## config.mk

```make
export PLATFORM = sky130hd
export DESIGN_NAME = mult_share_ctrl
export DESIGN_NICKNAME = d
export VERILOG_FILES = /design/src/rtl/mult_share_pkg.sv /design/src/rtl/mult_share_rr_arbiter.sv /design/src/rtl/mult_share_ctrl.sv
export SDC_FILE = /design/constraint.sdc
export NUM_CORES = 1
export LEC_CHECK = 0
export BUFFER_PORTS_ARGS = -buffer_cell sky130_fd_sc_hd__buf_2
export CAP_MARGIN = 20
export CORE_MARGIN = 2
export CORE_UTILIZATION = 44
export CTS_CLUSTER_DIAMETER = 150
export DETAILED_ROUTE_END_ITERATION = 6
export PLACE_DENSITY = 0.77
export RECOVER_POWER = 50
export SLEW_MARGIN = 5
export SYNTH_ARGS = -nofsm -noshare
export SYNTH_HDL_FRONTEND = slang
export SYNTH_SLANG_ARGS = --single-unit
export TNS_END_PERCENT = 50
```

## constraint.sdc

```tcl
create_clock -name clk -period 2.2 [get_ports clk]
set_input_delay 0.44 -clock clk [delete_from_list [all_inputs] [get_ports clk]]
set_output_delay 0.44 -clock clk [all_outputs]
set_load 0.005 [all_outputs]
```

## src/rtl/mult_share_pkg.sv

```systemverilog
// Shared definitions for the multiplier-sharing controller: FSM state
// encoding, operand/product widths, default watchdog limit and the sign
// correction helper.
package mult_share_pkg;

    localparam int OP_W        = 8;
    localparam int PROD_W      = 16;
    localparam int TIMEOUT_DEF = 15;

    typedef enum logic [1:0] {
        ST_IDLE  = 2'd0,
        ST_START = 2'd1,
        ST_BUSY  = 2'd2,
        ST_RESP  = 2'd3
    } state_e;

    // Turn the multiplier's magnitude/sign pair into a two's complement
    // result; a zero magnitude with the sign set wraps back to zero.
    function automatic logic [PROD_W-1:0] apply_sign(input logic [PROD_W-1:0] mag,
                                                     input logic              neg);
        return neg ? (~mag + PROD_W'(1)) : mag;
    endfunction

endpackage

```

## src/rtl/mult_share_rr_arbiter.sv

```systemverilog
// Round-robin arbiter: holds the priority pointer and selects the first
// requesting index at or above it, wrapping around.
module rr_arbiter #(
    parameter int NREQ = 4,
    parameter int IDW  = 2
) (
    input  logic            clk_i,
    input  logic            rst_ni,
    input  logic [NREQ-1:0] req_i,
    input  logic            adv_i,
    input  logic [IDW-1:0]  adv_idx_i,
    output logic [NREQ-1:0] gnt_o,
    output logic [IDW-1:0]  idx_o,
    output logic            vld_o
);

    logic [IDW-1:0] ptr_q;
    logic [IDW-1:0] ptr_d;
    logic [IDW:0]   cand;

    // Rotate-priority search starting at the pointer.
    always_comb begin
        gnt_o = '0;
        idx_o = '0;
        vld_o = 1'b0;
        cand  = '0;
        for (int k = 0; k < NREQ; k++) begin
            cand = {1'b0, ptr_q} + (IDW+1)'(k);
            if (cand >= (IDW+1)'(NREQ)) begin
                cand = cand - (IDW+1)'(NREQ);
            end
            if (!vld_o && req_i[cand[IDW-1:0]]) begin
                vld_o                = 1'b1;
                idx_o                = cand[IDW-1:0];
                gnt_o[cand[IDW-1:0]] = 1'b1;
            end
        end
    end

    // Next pointer is one past the granted index, wrapping at NREQ.
    always_comb begin
        ptr_d = ptr_q;
        if (adv_i) begin
            ptr_d = (adv_idx_i == IDW'(NREQ-1)) ? '0 : adv_idx_i + IDW'(1);
        end
    end

    // Pointer register.
    always_ff @(posedge clk_i or negedge rst_ni) begin
        if (!rst_ni) begin
            ptr_q <= '0;
        end else begin
            ptr_q <= ptr_d;
        end
    end

endmodule

```

## src/rtl/mult_share_ctrl.sv

```systemverilog
// Controller sharing one sequential signed 8x8 multiplier among NREQ
// requesters: round-robin grant, operand capture, start pulse, wait for
// done, sign correction and tagged result broadcast.
// Optional watchdog: define MULT_SHARE_TIMEOUT_EN to abort a BUSY phase
// after TIMEOUT cycles with resp_err set.
module mult_share_ctrl
    import mult_share_pkg::*;
#(
    parameter int NREQ    = 4,
    parameter int IDW     = 2,
    parameter int TIMEOUT = TIMEOUT_DEF
) (
    input  logic                 clk,
    input  logic                 rst_n,
    input  logic [NREQ-1:0]      req,
    input  logic [8*NREQ-1:0]    a_in,
    input  logic [8*NREQ-1:0]    b_in,
    output logic [NREQ-1:0]      ack,
    output logic                 mul_start,
    output logic [OP_W-1:0]      mul_a,
    output logic [OP_W-1:0]      mul_b,
    input  logic [PROD_W-1:0]    mul_product,
    input  logic                 mul_sign,
    input  logic                 mul_done,
    output logic                 resp_valid,
    output logic [IDW-1:0]       resp_id,
    output logic [PROD_W-1:0]    resp_product,
    output logic                 resp_err,
    output logic                 busy
);

    state_e              state_q, state_d;
    logic [OP_W-1:0]     mul_a_q, mul_b_q;
    logic [IDW-1:0]      id_q;
    logic [NREQ-1:0]     gnt_q;
    logic [PROD_W-1:0]   prod_q;
    logic [NREQ-1:0]     arb_gnt;
    logic [IDW-1:0]      arb_idx;
    logic                arb_vld;
    logic                grant_take;
    logic                done_take;
    logic                to_take;
    logic                adv;

    assign adv        = (state_q == ST_START);
    assign grant_take = (state_q == ST_IDLE) && arb_vld;
    assign done_take  = (state_q == ST_BUSY) && mul_done;

    rr_arbiter #(
        .NREQ (NREQ),
        .IDW  (IDW)
    ) u_arb (
        .clk_i     (clk),
        .rst_ni    (rst_n),
        .req_i     (req),
        .adv_i     (adv),
        .adv_idx_i (id_q),
        .gnt_o     (arb_gnt),
        .idx_o     (arb_idx),
        .vld_o     (arb_vld)
    );

`ifdef MULT_SHARE_TIMEOUT_EN
    logic [3:0] cnt_q;
    logic       err_q;

    assign to_take  = (state_q == ST_BUSY) && !mul_done && (cnt_q == 4'(TIMEOUT-1));
    assign resp_err = err_q;

    // BUSY cycle counter, cleared while the start pulse is out.
    always_ff @(posedge clk or negedge rst_n) begin
        if (!rst_n) begin
            cnt_q <= '0;
        end else if (state_q == ST_START) begin
            cnt_q <= '0;
        end else if (state_q == ST_BUSY) begin
            cnt_q <= cnt_q + 4'd1;
        end
    end

    // Error flag travels with the captured result.
    always_ff @(posedge clk or negedge rst_n) begin
        if (!rst_n) begin
            err_q <= 1'b0;
        end else if (done_take) begin
            err_q <= 1'b0;
        end else if (to_take) begin
            err_q <= 1'b1;
        end
    end
`else
    assign to_take  = 1'b0;
    assign resp_err = 1'b0;
`endif

    // Next-state logic; mul_done only matters while in BUSY.
    always_comb begin
        state_d = state_q;
        case (state_q)
            ST_IDLE:  if (arb_vld) state_d = ST_START;
            ST_START: state_d = ST_BUSY;
            ST_BUSY:  if (done_take || to_take) state_d = ST_RESP;
            ST_RESP:  state_d = ST_IDLE;
            default:  state_d = ST_IDLE;
        endcase
    end

    // State register.
    always_ff @(posedge clk or negedge rst_n) begin
        if (!rst_n) begin
            state_q <= ST_IDLE;
        end else begin
            state_q <= state_d;
        end
    end

    // Operand/grant capture at grant time, result capture on completion.
    always_ff @(posedge clk or negedge rst_n) begin
        if (!rst_n) begin
            mul_a_q <= '0;
            mul_b_q <= '0;
            id_q    <= '0;
            gnt_q   <= '0;
            prod_q  <= '0;
        end else begin
            if (grant_take) begin
                mul_a_q <= a_in[{arb_idx, 3'b000} +: OP_W];
                mul_b_q <= b_in[{arb_idx, 3'b000} +: OP_W];
                id_q    <= arb_idx;
                gnt_q   <= arb_gnt;
            end
            if (done_take) begin
                prod_q <= apply_sign(mul_product, mul_sign);
            end else if (to_take) begin
                prod_q <= '0;
            end
        end
    end

    assign mul_start    = (state_q == ST_START);
    assign ack          = mul_start ? gnt_q : '0;
    assign mul_a        = mul_a_q;
    assign mul_b        = mul_b_q;
    assign resp_valid   = (state_q == ST_RESP);
    assign resp_id      = id_q;
    assign resp_product = prod_q;
    assign busy         = (state_q != ST_IDLE);

endmodule
```

==> run_results.csv <==
group,metric,value,unit
drt,vias,2988,
cells_and_area,layout_commonest_cell,"buf_2",
outcome,status,"finished, violations left",
flow_run,cap_violations,1,
synth,synth_area,0.00307,mm^2
pwr,power_frac_clock,11.1,%
cells_and_area,final_cells,561,
worst_setup_path,cp_max_fo,7,
pwr,power_density,1400,mW/mm^2
pwr,intPower,0.00362,W
pwr,leakage,2.10,nW
floorplan,die_w,87.5,um
sta,maxSlewHeadroom,-2.96,%
cts,clock-sinks,42,
synth,yosysTopAreaCell,"dfrtp_1",
cts,root_buffer,"clkbuf_8",
synth,synthFlopType,"dfrtp_1",
cts,cts-htree-levels,2,
pwr,pwr-share-seq,23.6,%
floorplan,row_count,30,
place,io_buffers,128,
drt,drt-pass1-iter-count,4,
synth,synth-seq-area-share,34.3,%
cells_and_area,fillCellCount,586,
sta,fin_crit,2350,ps
global_routing,antenna_found_initial,0,
cts,cts_hold_buffers,0,
outcome,violations,"max-capacitance violations, max-slew violations, negative setup slack",
place,hpwl,6040,um
cts,cts_tree,"built",
sta,period_share,107,%
synth,yosysUniqueCellTypes,56,
drt,ant_nets,0,
cts,cts_buffer_depth,2,
synth,ys_async_sr_fraction,100,%
drt,dr.first_iter.drc_count,97,
sta,rsz0062_at_grt,"true",
drt,drc,0,
synth,synth_edf_count,0,
pwr,ir_drop,583,uV
floorplan,io_pins,130,
floorplan,start_util,45.4,%
worst_setup_path,cp.arrival,2520,ps
synth,synthTopCellsByArea,"dfrtp_1 (34%), o21ai_0 (6.0%), nand2_1 (4.9%), ha_1 (4.5%), mux2i_1 (4.2%)",
cells_and_area,fin_area,0.00421,mm^2
cells_and_area,syn2layout_area_growth,37.2,%
floorplan,core_area,0.00676,mm^2
synth,synth.top_cell.area_share,34.3,%
cells_and_area,nets,579,
synth,postSynthCellCount,330,
sta,setup_viol,12,
worst_setup_path,cp.required,2380,ps
synth,syn_avg_cell_area,9.29,um^2
sta,clock.fmax,0.426,GHz
global_routing,grt_max_degree,35,
synth,yosys_warnings,0,
global_routing,overflow,0,
cells_and_area,layout_common_cells,"buf_2 (121), nand2_1 (40), dfrtp_1 (40), o21ai_0 (35), buf_4 (25)",
cells_and_area,n_antenna_cell,0,
synth,synth_fp_nets,429,
pwr,switching_share,38.6,%
sta,setup_ws,-149,ps
cts,cts_buffers,5,
cells_and_area,drive_above_1_share,43.2,%
drt,viasPerCell,5.33,
synth,synth-seq-cells,42,
place,place_inst,542,
sta,fin_skew,15.9,ps
global_routing,grt_util_all_layers,20.2,%
sta,whs,406,ps
place,gp_congestion,0.884,
worst_setup_path,worst_setup_path_end_kind,"flip-flop",
min_path,hold_class,"in -> reg",
cts,clock_latency,300,ps
cts,cts.reportedPaths.clkPinSlew,90,ps
pwr,netSwitchingPower,0.00227,W
worst_setup_path,startpoint_type,"flip-flop",
place,dpl_cell_area,0.00389,mm^2
sta,worst_pin_slew,1540,ps
worst_setup_path,worstSetupPathType,"reg -> reg",
sta,slew_violations,28,
global_routing,first_global_vias,2744,
pwr,pwr-share-comb,65.4,%
global_routing,grt_pass1_wl,12400,um
drt,wl,8310,um
sta,hold_viol_final,0,
drt,drt-wirelength-per-cell,14.8,um
floorplan,die-area,0.00765,mm^2
floorplan,die_height,87.5,um
==> logic make-up (layout without fill, tap and decap cells) <==
kind of cell    count (synthesis)  after routing  synth area share [%]
simple gates                  107            107                  18.9
compound gates                 85             85                  20.0
buf+inv                        43            194                  7.55
flops                          42             42                  34.3
mux                            27             27                  10.6
xor+xnor                       14             14                  4.00
fa+ha+maj                      11             11                  4.49
other cells                     1              1                 0.122
==> synthesized netlist by cell type, drive strengths merged, types with 2 or more instances <==
master,instances
nor2b,4
or4,2
a22o,5
mux2,13
nor3,3
xnor2,5
a21oi,5
a2111oi,2
o21ai,37
mux2i,13
ha,11
nand2,40
o221ai,4
xor2,9
or2b,7
clkbuf,11
and3,5
nand2b,5
o221a,11
nor4,4
nor2,11
o31ai,3
a22oi,5
o211ai,5
nand4,6
buf,9
and2,16
dfrtp,42
inv,23
==> sequential cells by signal, indices dropped and copies added, names as in the netlist <==
signal and flops:
mul_a 8, u_arb.ptr_q 2, resp_product 16, resp_id 2, state_q 2, gnt_q 4, mul_b 8
==> metrics by stage <==
| step | util (%) | worst slack, ps | total power, W | TNS [ps] |
|---|---|---|---|---|
| global placement | 57.6 | -79.8 | 0.00453 | -641 |
| floorplan | - | 10.9 | 0.00364 | 0 |
| detailed placement | 57.6 | -139 | 0.00463 | -1440 |
| CTS | 59.5 | -55.3 | 0.00530 | -297 |
| finish | 62.3 | -149 | 0.00590 | -1240 |
| global route | 62.3 | -183 | 0.00634 | -1930 |
==> layout make-up <==
cell class,count,area [um^2],area share [%]
sequential,42,1050,25.0
tap,80,100,2.38
clock buffer,7,86.3,2.05
clock inverter,1,30.0,0.714
timing repair buffer,163,980,23.3
inverter,23,88.8,2.11
multi-input combinational,245,1870,44.4
==> layer usage <==
metal	up-vias	global-route usage, %	part of all wire [%]
li1	1471	-	-
met1	1406	25.3	41
met2	98	35.5	51
met3	13	4.08	6.1
met4	0	5.03	1.4
met5	-	0	0
==> worst max-delay path, cell delays in order (launching register included) <==
cell and delay [ps]:
dfrtp_2 490, nor2b_4 160, mux2_4 280, a2111oi_4 450, nor2_4 120, clkbuf_16 180, mux2_4 290, o221a_1 250
==> power groups by stage <==
| stage | registers, W | logic, W | clock network, W |
|---|---|---|---|
| after floorplan | 0.00138 | 0.00226 | 0 |
| after global placement | 0.00139 | 0.00314 | 0 |
| after detailed placement | 0.00140 | 0.00324 | 0 |
| after CTS | 0.00139 | 0.00325 | 0.000660 |
| after global routing | 0.00145 | 0.00420 | 0.000694 |
| final | 0.00139 | 0.00385 | 0.000652 |
==> final timing paths <==
| check | to | startpoint | slack (ps) | cells past startpoint |
|---|---|---|---|---|
| max | mul_a[4] | u_arb.ptr_q[0] | -150 | 7 |
| min in group asynchronous | mul_b[7] | rst_n | 500 | 1 |
| max in group asynchronous | resp_product[11] | rst_n | 520 | 2 |
| min reg2reg | resp_product[4] | resp_product[4] | 480 | 2 |
| min | mul_b[4] | b_in[20] | 410 | 3 |
| max reg2reg | mul_a[4] | u_arb.ptr_q[0] | -150 | 7 |
==> what timing repair did <==
action                     4_1_cts  5_1_grt
setup buffers                    0        7
hold endpoints to repair         0        0
setup endpoints to repair       12       17
pin swaps                        1       10
resized for setup                2       14
cloned                           0        5
No activity file was read; power rests on OpenSTA's default activity.
